===== src/rtl/dtc_share_arbiter_if.sv =====
// Signal bundle between the requesters, the external classifier, the result consumer
// and the arbiter that shares that one classifier among the requesters.
interface dtc_share_arbiter_if #(
   parameter int NREQ  = 4,
   parameter int IN_W  = 10,
   parameter int OUT_W = 3
);
   logic [NREQ-1:0]      req_valid;
   logic [NREQ*IN_W-1:0] req_data;
   logic [NREQ-1:0]      req_ready;
   logic [IN_W-1:0]      cls_inp;
   logic [OUT_W-1:0]     cls_outp;
   logic                 res_valid;
   logic                 res_ready;
   logic [OUT_W-1:0]     res_class;
   logic [2:0]           res_id;
   logic                 busy;
   logic [15:0]          served_cnt;

   // The environment side: requesters, classifier and consumer.
   modport master (
      output req_valid, req_data, cls_outp, res_ready,
      input  req_ready, cls_inp, res_valid, res_class, res_id, busy, served_cnt
   );

   // The arbiter side.
   modport slave (
      input  req_valid, req_data, cls_outp, res_ready,
      output req_ready, cls_inp, res_valid, res_class, res_id, busy, served_cnt
   );
endinterface


===== src/rtl/dtc_share_arbiter.sv =====
// Round-robin arbiter time-sharing one combinational classifier among NREQ requesters:
// grant, evaluate for one cycle, then hold the result until the consumer takes it.
module dtc_share_arbiter #(
   parameter int NREQ  = 4,
   parameter int IN_W  = 10,
   parameter int OUT_W = 3
) (
   input  logic               clk,
   input  logic               rst,
   dtc_share_arbiter_if.slave bus
);

   if (NREQ < 2 || NREQ > 8) begin : g_bad_nreq
      $error("dtc_share_arbiter: NREQ must be in 2..8");
   end

   typedef enum logic [1:0] {
      IDLE,
      EVAL,
      HOLD
   } state_t;

   state_t           state_q;
   logic [IN_W-1:0]  clsInp_q;
   logic [2:0]       gntId_q;
   logic [2:0]       lastGrant_q;
   logic             resValid_q;
   logic [OUT_W-1:0] resClass_q;
   logic [2:0]       resId_q;
   logic [15:0]      servedCnt_q;

   logic             grantHit_d;
   logic [2:0]       grantId_d;
   logic [IN_W-1:0]  grantData_d;
   logic [NREQ-1:0]  reqReady_d;
   logic             hitUpper;
   logic [2:0]       idUpper;
   logic [2:0]       idAny;

   // Round robin without a rotator: prefer the lowest valid index above the last
   // grant, otherwise wrap to the lowest valid index overall.
   always_comb begin
      hitUpper   = 1'b0;
      idUpper    = '0;
      grantHit_d = 1'b0;
      idAny      = '0;
      for (int i = 0; i < NREQ; i++) begin
         if (bus.req_valid[i] && !hitUpper && (3'(i) > lastGrant_q)) begin
            hitUpper = 1'b1;
            idUpper  = 3'(i);
         end
         if (bus.req_valid[i] && !grantHit_d) begin
            grantHit_d = 1'b1;
            idAny      = 3'(i);
         end
      end
      grantId_d = hitUpper ? idUpper : idAny;
   end

   always_comb begin
      grantData_d = '0;
      reqReady_d  = '0;
      for (int i = 0; i < NREQ; i++) begin
         if (3'(i) == grantId_d) begin
            grantData_d   = bus.req_data[i*IN_W +: IN_W];
            reqReady_d[i] = grantHit_d && (state_q == IDLE);
         end
      end
   end

   // Reset in EVAL/HOLD simply drops the in-flight result; nothing is counted.
   always_ff @(posedge clk or posedge rst) begin
      if (rst) begin
         state_q     <= IDLE;
         clsInp_q    <= '0;
         gntId_q     <= '0;
         lastGrant_q <= 3'(NREQ - 1);
         resValid_q  <= 1'b0;
         resClass_q  <= '0;
         resId_q     <= '0;
         servedCnt_q <= '0;
      end else begin
         case (state_q)
            IDLE: begin
               if (grantHit_d) begin
                  clsInp_q    <= grantData_d;
                  gntId_q     <= grantId_d;
                  lastGrant_q <= grantId_d;
                  state_q     <= EVAL;
               end
            end
            EVAL: begin
               resClass_q <= bus.cls_outp;
               resId_q    <= gntId_q;
               resValid_q <= 1'b1;
               state_q    <= HOLD;
            end
            HOLD: begin
               if (bus.res_ready) begin
                  resValid_q  <= 1'b0;
                  servedCnt_q <= servedCnt_q + 16'd1;
                  state_q     <= IDLE;
               end
            end
            default: state_q <= IDLE;
         endcase
      end
   end

   assign bus.req_ready  = reqReady_d;
   assign bus.cls_inp    = clsInp_q;
   assign bus.res_valid  = resValid_q;
   assign bus.res_class  = resClass_q;
   assign bus.res_id     = resId_q;
   assign bus.busy       = (state_q != IDLE);
   assign bus.served_cnt = servedCnt_q;

endmodule


===== src/flat_wrapper.sv =====
// flat-port wrapper written by rule: the top's interface ports become plain ports
module dtc_share_arbiter_flat 
#(
   parameter int NREQ  = 4,
   parameter int IN_W  = 10,
   parameter int OUT_W = 3
)
  (clk, rst, bus_req_valid, bus_req_data, bus_cls_outp, bus_res_ready, bus_req_ready, bus_cls_inp, bus_res_valid, bus_res_class, bus_res_id, bus_busy, bus_served_cnt);
  dtc_share_arbiter_if #(.NREQ(NREQ), .IN_W(IN_W), .OUT_W(OUT_W)) bus_i ();
  input  logic clk;
  input  logic rst;
  input wire logic [$bits(bus_i.req_valid)-1:0] bus_req_valid;
  input wire logic [$bits(bus_i.req_data)-1:0] bus_req_data;
  input wire logic [$bits(bus_i.cls_outp)-1:0] bus_cls_outp;
  input wire logic [$bits(bus_i.res_ready)-1:0] bus_res_ready;
  output wire logic [$bits(bus_i.req_ready)-1:0] bus_req_ready;
  output wire logic [$bits(bus_i.cls_inp)-1:0] bus_cls_inp;
  output wire logic [$bits(bus_i.res_valid)-1:0] bus_res_valid;
  output wire logic [$bits(bus_i.res_class)-1:0] bus_res_class;
  output wire logic [$bits(bus_i.res_id)-1:0] bus_res_id;
  output wire logic [$bits(bus_i.busy)-1:0] bus_busy;
  output wire logic [$bits(bus_i.served_cnt)-1:0] bus_served_cnt;
  assign bus_i.req_valid = bus_req_valid;
  assign bus_i.req_data = bus_req_data;
  assign bus_i.cls_outp = bus_cls_outp;
  assign bus_i.res_ready = bus_res_ready;
  assign bus_req_ready = bus_i.req_ready;
  assign bus_cls_inp = bus_i.cls_inp;
  assign bus_res_valid = bus_i.res_valid;
  assign bus_res_class = bus_i.res_class;
  assign bus_res_id = bus_i.res_id;
  assign bus_busy = bus_i.busy;
  assign bus_served_cnt = bus_i.served_cnt;
  dtc_share_arbiter #(.NREQ(NREQ), .IN_W(IN_W), .OUT_W(OUT_W)) u_core (.clk(clk), .rst(rst), .bus(bus_i));
endmodule

===== config.mk =====
export PLATFORM = sky130hd
export DESIGN_NAME = dtc_share_arbiter_flat
export DESIGN_NICKNAME = d
export VERILOG_FILES = /design/src/rtl/dtc_share_arbiter_if.sv /design/src/rtl/dtc_share_arbiter.sv /design/src/flat_wrapper.sv
export SDC_FILE = /design/constraint.sdc
export NUM_CORES = 1
export LEC_CHECK = 0
export ABC_AREA = 1
export CORE_MARGIN = 5
export CORE_UTILIZATION = 46
export DETAILED_ROUTE_END_ITERATION = 10
export GPL_ROUTABILITY_DRIVEN = 0
export PLACE_DENSITY = 0.85
export SLEW_MARGIN = 40
export SYNTH_ARGS = -nofsm -noshare
export SYNTH_HDL_FRONTEND = slang
export SYNTH_SLANG_ARGS = --single-unit

===== constraint.sdc =====
create_clock -name clk -period 4.63 [get_ports clk]
set_input_delay 0.6945 -clock clk [delete_from_list [all_inputs] [get_ports clk]]
set_output_delay 0.6945 -clock clk [all_outputs]
set_load 0.02 [all_outputs]

==> metrics.txt <==
top-count cell post-synth sky130_fd_sc_hd__nand2_1; global-route wire length before repair 8.500 mm; post-placement cell count 395; class of the most critical setup path primary input to primary output; deepest clock path buffer count 2; highest attainable clock frequency 279.6 MHz; sequential area share after synthesis 0.4504; source-to-sink clock delay at the later pin of the worst-skew pair 0.29 ns; grt met2 use 0.2963; post-CTS setup repair buffer count 0; critical path data required time 3.94 ns; Core Region 4414 um^2; CP max FO 20; router iterations before antenna repair 4; result of the run completed; source of the critical timing path bus_req_valid[1]; worst path setup slack after routing 1.054 ns; capture point of the worst path bus_req_ready[3]; Yosys top cell area share 0.4255; share of flip-flops with an asynchronous set or reset 1.000; number of gates resized after cts 0; biggest area consumer among synthesized cells sky130_fd_sc_hd__dfrtp_1; CTS hold repair buffers 0; number of flops mapped to enable cells by yosys 0; origin of the critical flop-to-flop path u_core.lastGrant_q[1]; GRT Overall Usage 0.1730; number of fillers in the final layout 358; DR vias 1958; horizontal die dimension 77.84 um; post-DP HPWL 4.105 mm; ranking of synthesized cells by area sky130_fd_sc_hd__dfrtp_1, sky130_fd_sc_hd__nand2_1, sky130_fd_sc_hd__nand3_1; post-layout util 0.6978; grt met1 use 0.1922; clock skew 0.004752 ns; Setup WS pre-CTS 1.091 ns; starting density of the core 0.4796; post-synthesis cell count 261; Fin. Hold Viols 0; clock input transition at the sequential cells of the worst setup and hold paths 0.06 ns; list of most frequent post-synthesis cells sky130_fd_sc_hd__nand2_1, sky130_fd_sc_hd__dfrtp_1, sky130_fd_sc_hd__inv_1; share of final-layout standard cells stronger than drive strength 1 0.1029; number of buffers created by CTS 5; Non-Filler Instances 402; setup TNS after final layout 0 ns; count of buffers inserted at the top-level ports 86; Max VDD drop 0.3919 mV; count of maximum capacitance violations 0; wirelength, routed 5.040 mm; buffer type at the clock tree root sky130_fd_sc_hd__clkbuf_8; Slew Limit Fails 0; setup-violating endpoint count in the final report 0; mean routed wirelength per cell 12.54 um; antenna violations before repair 0; remaining routing DRC violations 0; global-route met3 utilization 0.06134; critical path capture point type primary output; Final ANT Viol Nets 0; layout-stage area growth over the synthesis result 45.51%; worst reg-to-reg setup slack 2.73 ns; number of H-tree levels 2; post-synthesis register bit count 38; predominant post-synthesis flop cell sky130_fd_sc_hd__dfrtp_1; R2R cell count 9; Tightest Hold Check Type flop to flop; kind of start point of the critical path primary input; Pwr Density 535.7 nW/um^2; number of nets in the synthesized netlist 312; shortest period the worst path allows 3.576 ns; Synth Cell Area 2117 um^2; layer carrying the most global-route usage met2; Leak Pwr 1.474 nW; n_diodes 0; final clock period utilization by the worst path 0.7724; height of the chip 77.84 um; remaining global-route overflow 0; syn avg cell area 8.111 um^2; Total Die Area 6059 um^2; RSZ-0062 raised after global routing no; count of pins on the block boundary 88; yosys synthesis warning count 0; drt initial violations 52; Layout Nets 401; critical register-to-register path endpoint u_core.bus.cls_inp[6]; Arr. time, crit path 2.88 ns; TritonCTS clock tree yes; sinks on the clock net 38; post-synthesis cell type count 34; Cell Rows 24; number of vias per cell 4.871; via count of the first global-routing pass 2005; largest net degree at the start of global routing 39
-- per-layer routing --
layer,vias to the layer above,share of wire,wire length [um]
met5,-,0,0
met1,864,0.40,2041
li1,1001,-,-
met3,13,0.10,512
met2,80,0.47,2391
met4,0,0.019,95
-- registers in the layout, indices dropped and copies added (netlist names) --
register and flops:
u_core.bus.served_cnt 16, u_core.bus.cls_inp 10, u_core.bus.res_class 3, u_core.bus.res_id 2
u_core.gntId_q 2, u_core.lastGrant_q 2, u_core.state_q 2, u_core.bus.res_valid 1
-- how the worst min path moves through the flow --
stage	from	end	cells past startpoint
2_1_floorplan	u_core.lastGrant_q[0]	u_core.lastGrant_q[0]	2
3_3_place_gp	u_core.bus.res_valid	u_core.bus.res_valid	2
3_5_place_dp	u_core.bus.served_cnt[15]	u_core.bus.served_cnt[15]	1
4_1_cts	u_core.bus.served_cnt[15]	u_core.bus.served_cnt[15]	1
5_1_grt	u_core.bus.served_cnt[15]	u_core.bus.served_cnt[15]	1
6_report	u_core.bus.cls_inp[0]	u_core.bus.cls_inp[0]	2
-- cell families after synthesis --
logic type,share of synthesized area
AND/OR/NAND/NOR,0.3345
multiplexers,0.01596
adder cells (fa/ha/maj),0.005909
flip-flops,0.4504
other,0.001771
XOR/XNOR,0.05378
buffers and inverters,0.07151
AO/OA/AOI/OAI,0.06620
-- critical path, stage by stage --
cell                              delay [ns]
sky130_fd_sc_hd__clkdlybuf4s50_1        0.49
sky130_fd_sc_hd__inv_2                  0.10
sky130_fd_sc_hd__nand2_1                0.05
sky130_fd_sc_hd__nor2_1                 0.09
sky130_fd_sc_hd__nand3_1                0.12
sky130_fd_sc_hd__nand2_2                0.39
sky130_fd_sc_hd__nand2_2                0.18
sky130_fd_sc_hd__nor2_1                 0.14
sky130_fd_sc_hd__clkdlybuf4s50_1        0.62
-- power breakdown --
group | switching (W) | internal (W) | total (W)
registers | 0.0000839 | 0.000453 | 0.000537
clock network | 0.000105 | 0.000104 | 0.000209
logic | 0.000518 | 0.000386 | 0.000904
total | 0.000708 | 0.000942 | 0.00165
-- placed cells by master, fill, tap and decap left out, types with 4 or more instances in the layout --
master,count
sky130_fd_sc_hd__clkdlybuf4s50_1,86
sky130_fd_sc_hd__nand2_1,85
sky130_fd_sc_hd__dfrtp_1,36
sky130_fd_sc_hd__inv_1,23
sky130_fd_sc_hd__nand3_1,21
sky130_fd_sc_hd__o21ai_0,19
sky130_fd_sc_hd__nor2_1,16
sky130_fd_sc_hd__xnor2_1,7
sky130_fd_sc_hd__xor2_1,6
sky130_fd_sc_hd__nand2_2,5
sky130_fd_sc_hd__nand4_1,5
sky130_fd_sc_hd__clkbuf_8,5
sky130_fd_sc_hd__nor2_2,4
-- final cells by class --
type,instances,area (um^2),share of cell area
flip-flops and latches,38,953.4,0.3095
well taps,52,65.06,0.02112
inverters,26,97.59,0.03168
multi-input cells,191,1012,0.3286
clock buffers,7,76.32,0.02478
repair buffers,88,875.8,0.2843
-- per-stage QoR --
| step | area [um^2] | hold WS (ns) | total power [W] |
|---|---|---|---|
| after floorplan | 2117 | 0.4617 | 0.001123 |
| after global placement | 3004 | 0.4615 | 0.001431 |
| after detailed placement | 3004 | 0.4625 | 0.001452 |
| after CTS | 3080 | 0.4737 | 0.001667 |
| after global routing | 3080 | 0.5010 | 0.001784 |
| final | 3080 | 0.4758 | 0.001650 |
Power figures use the tool's default switching activity.
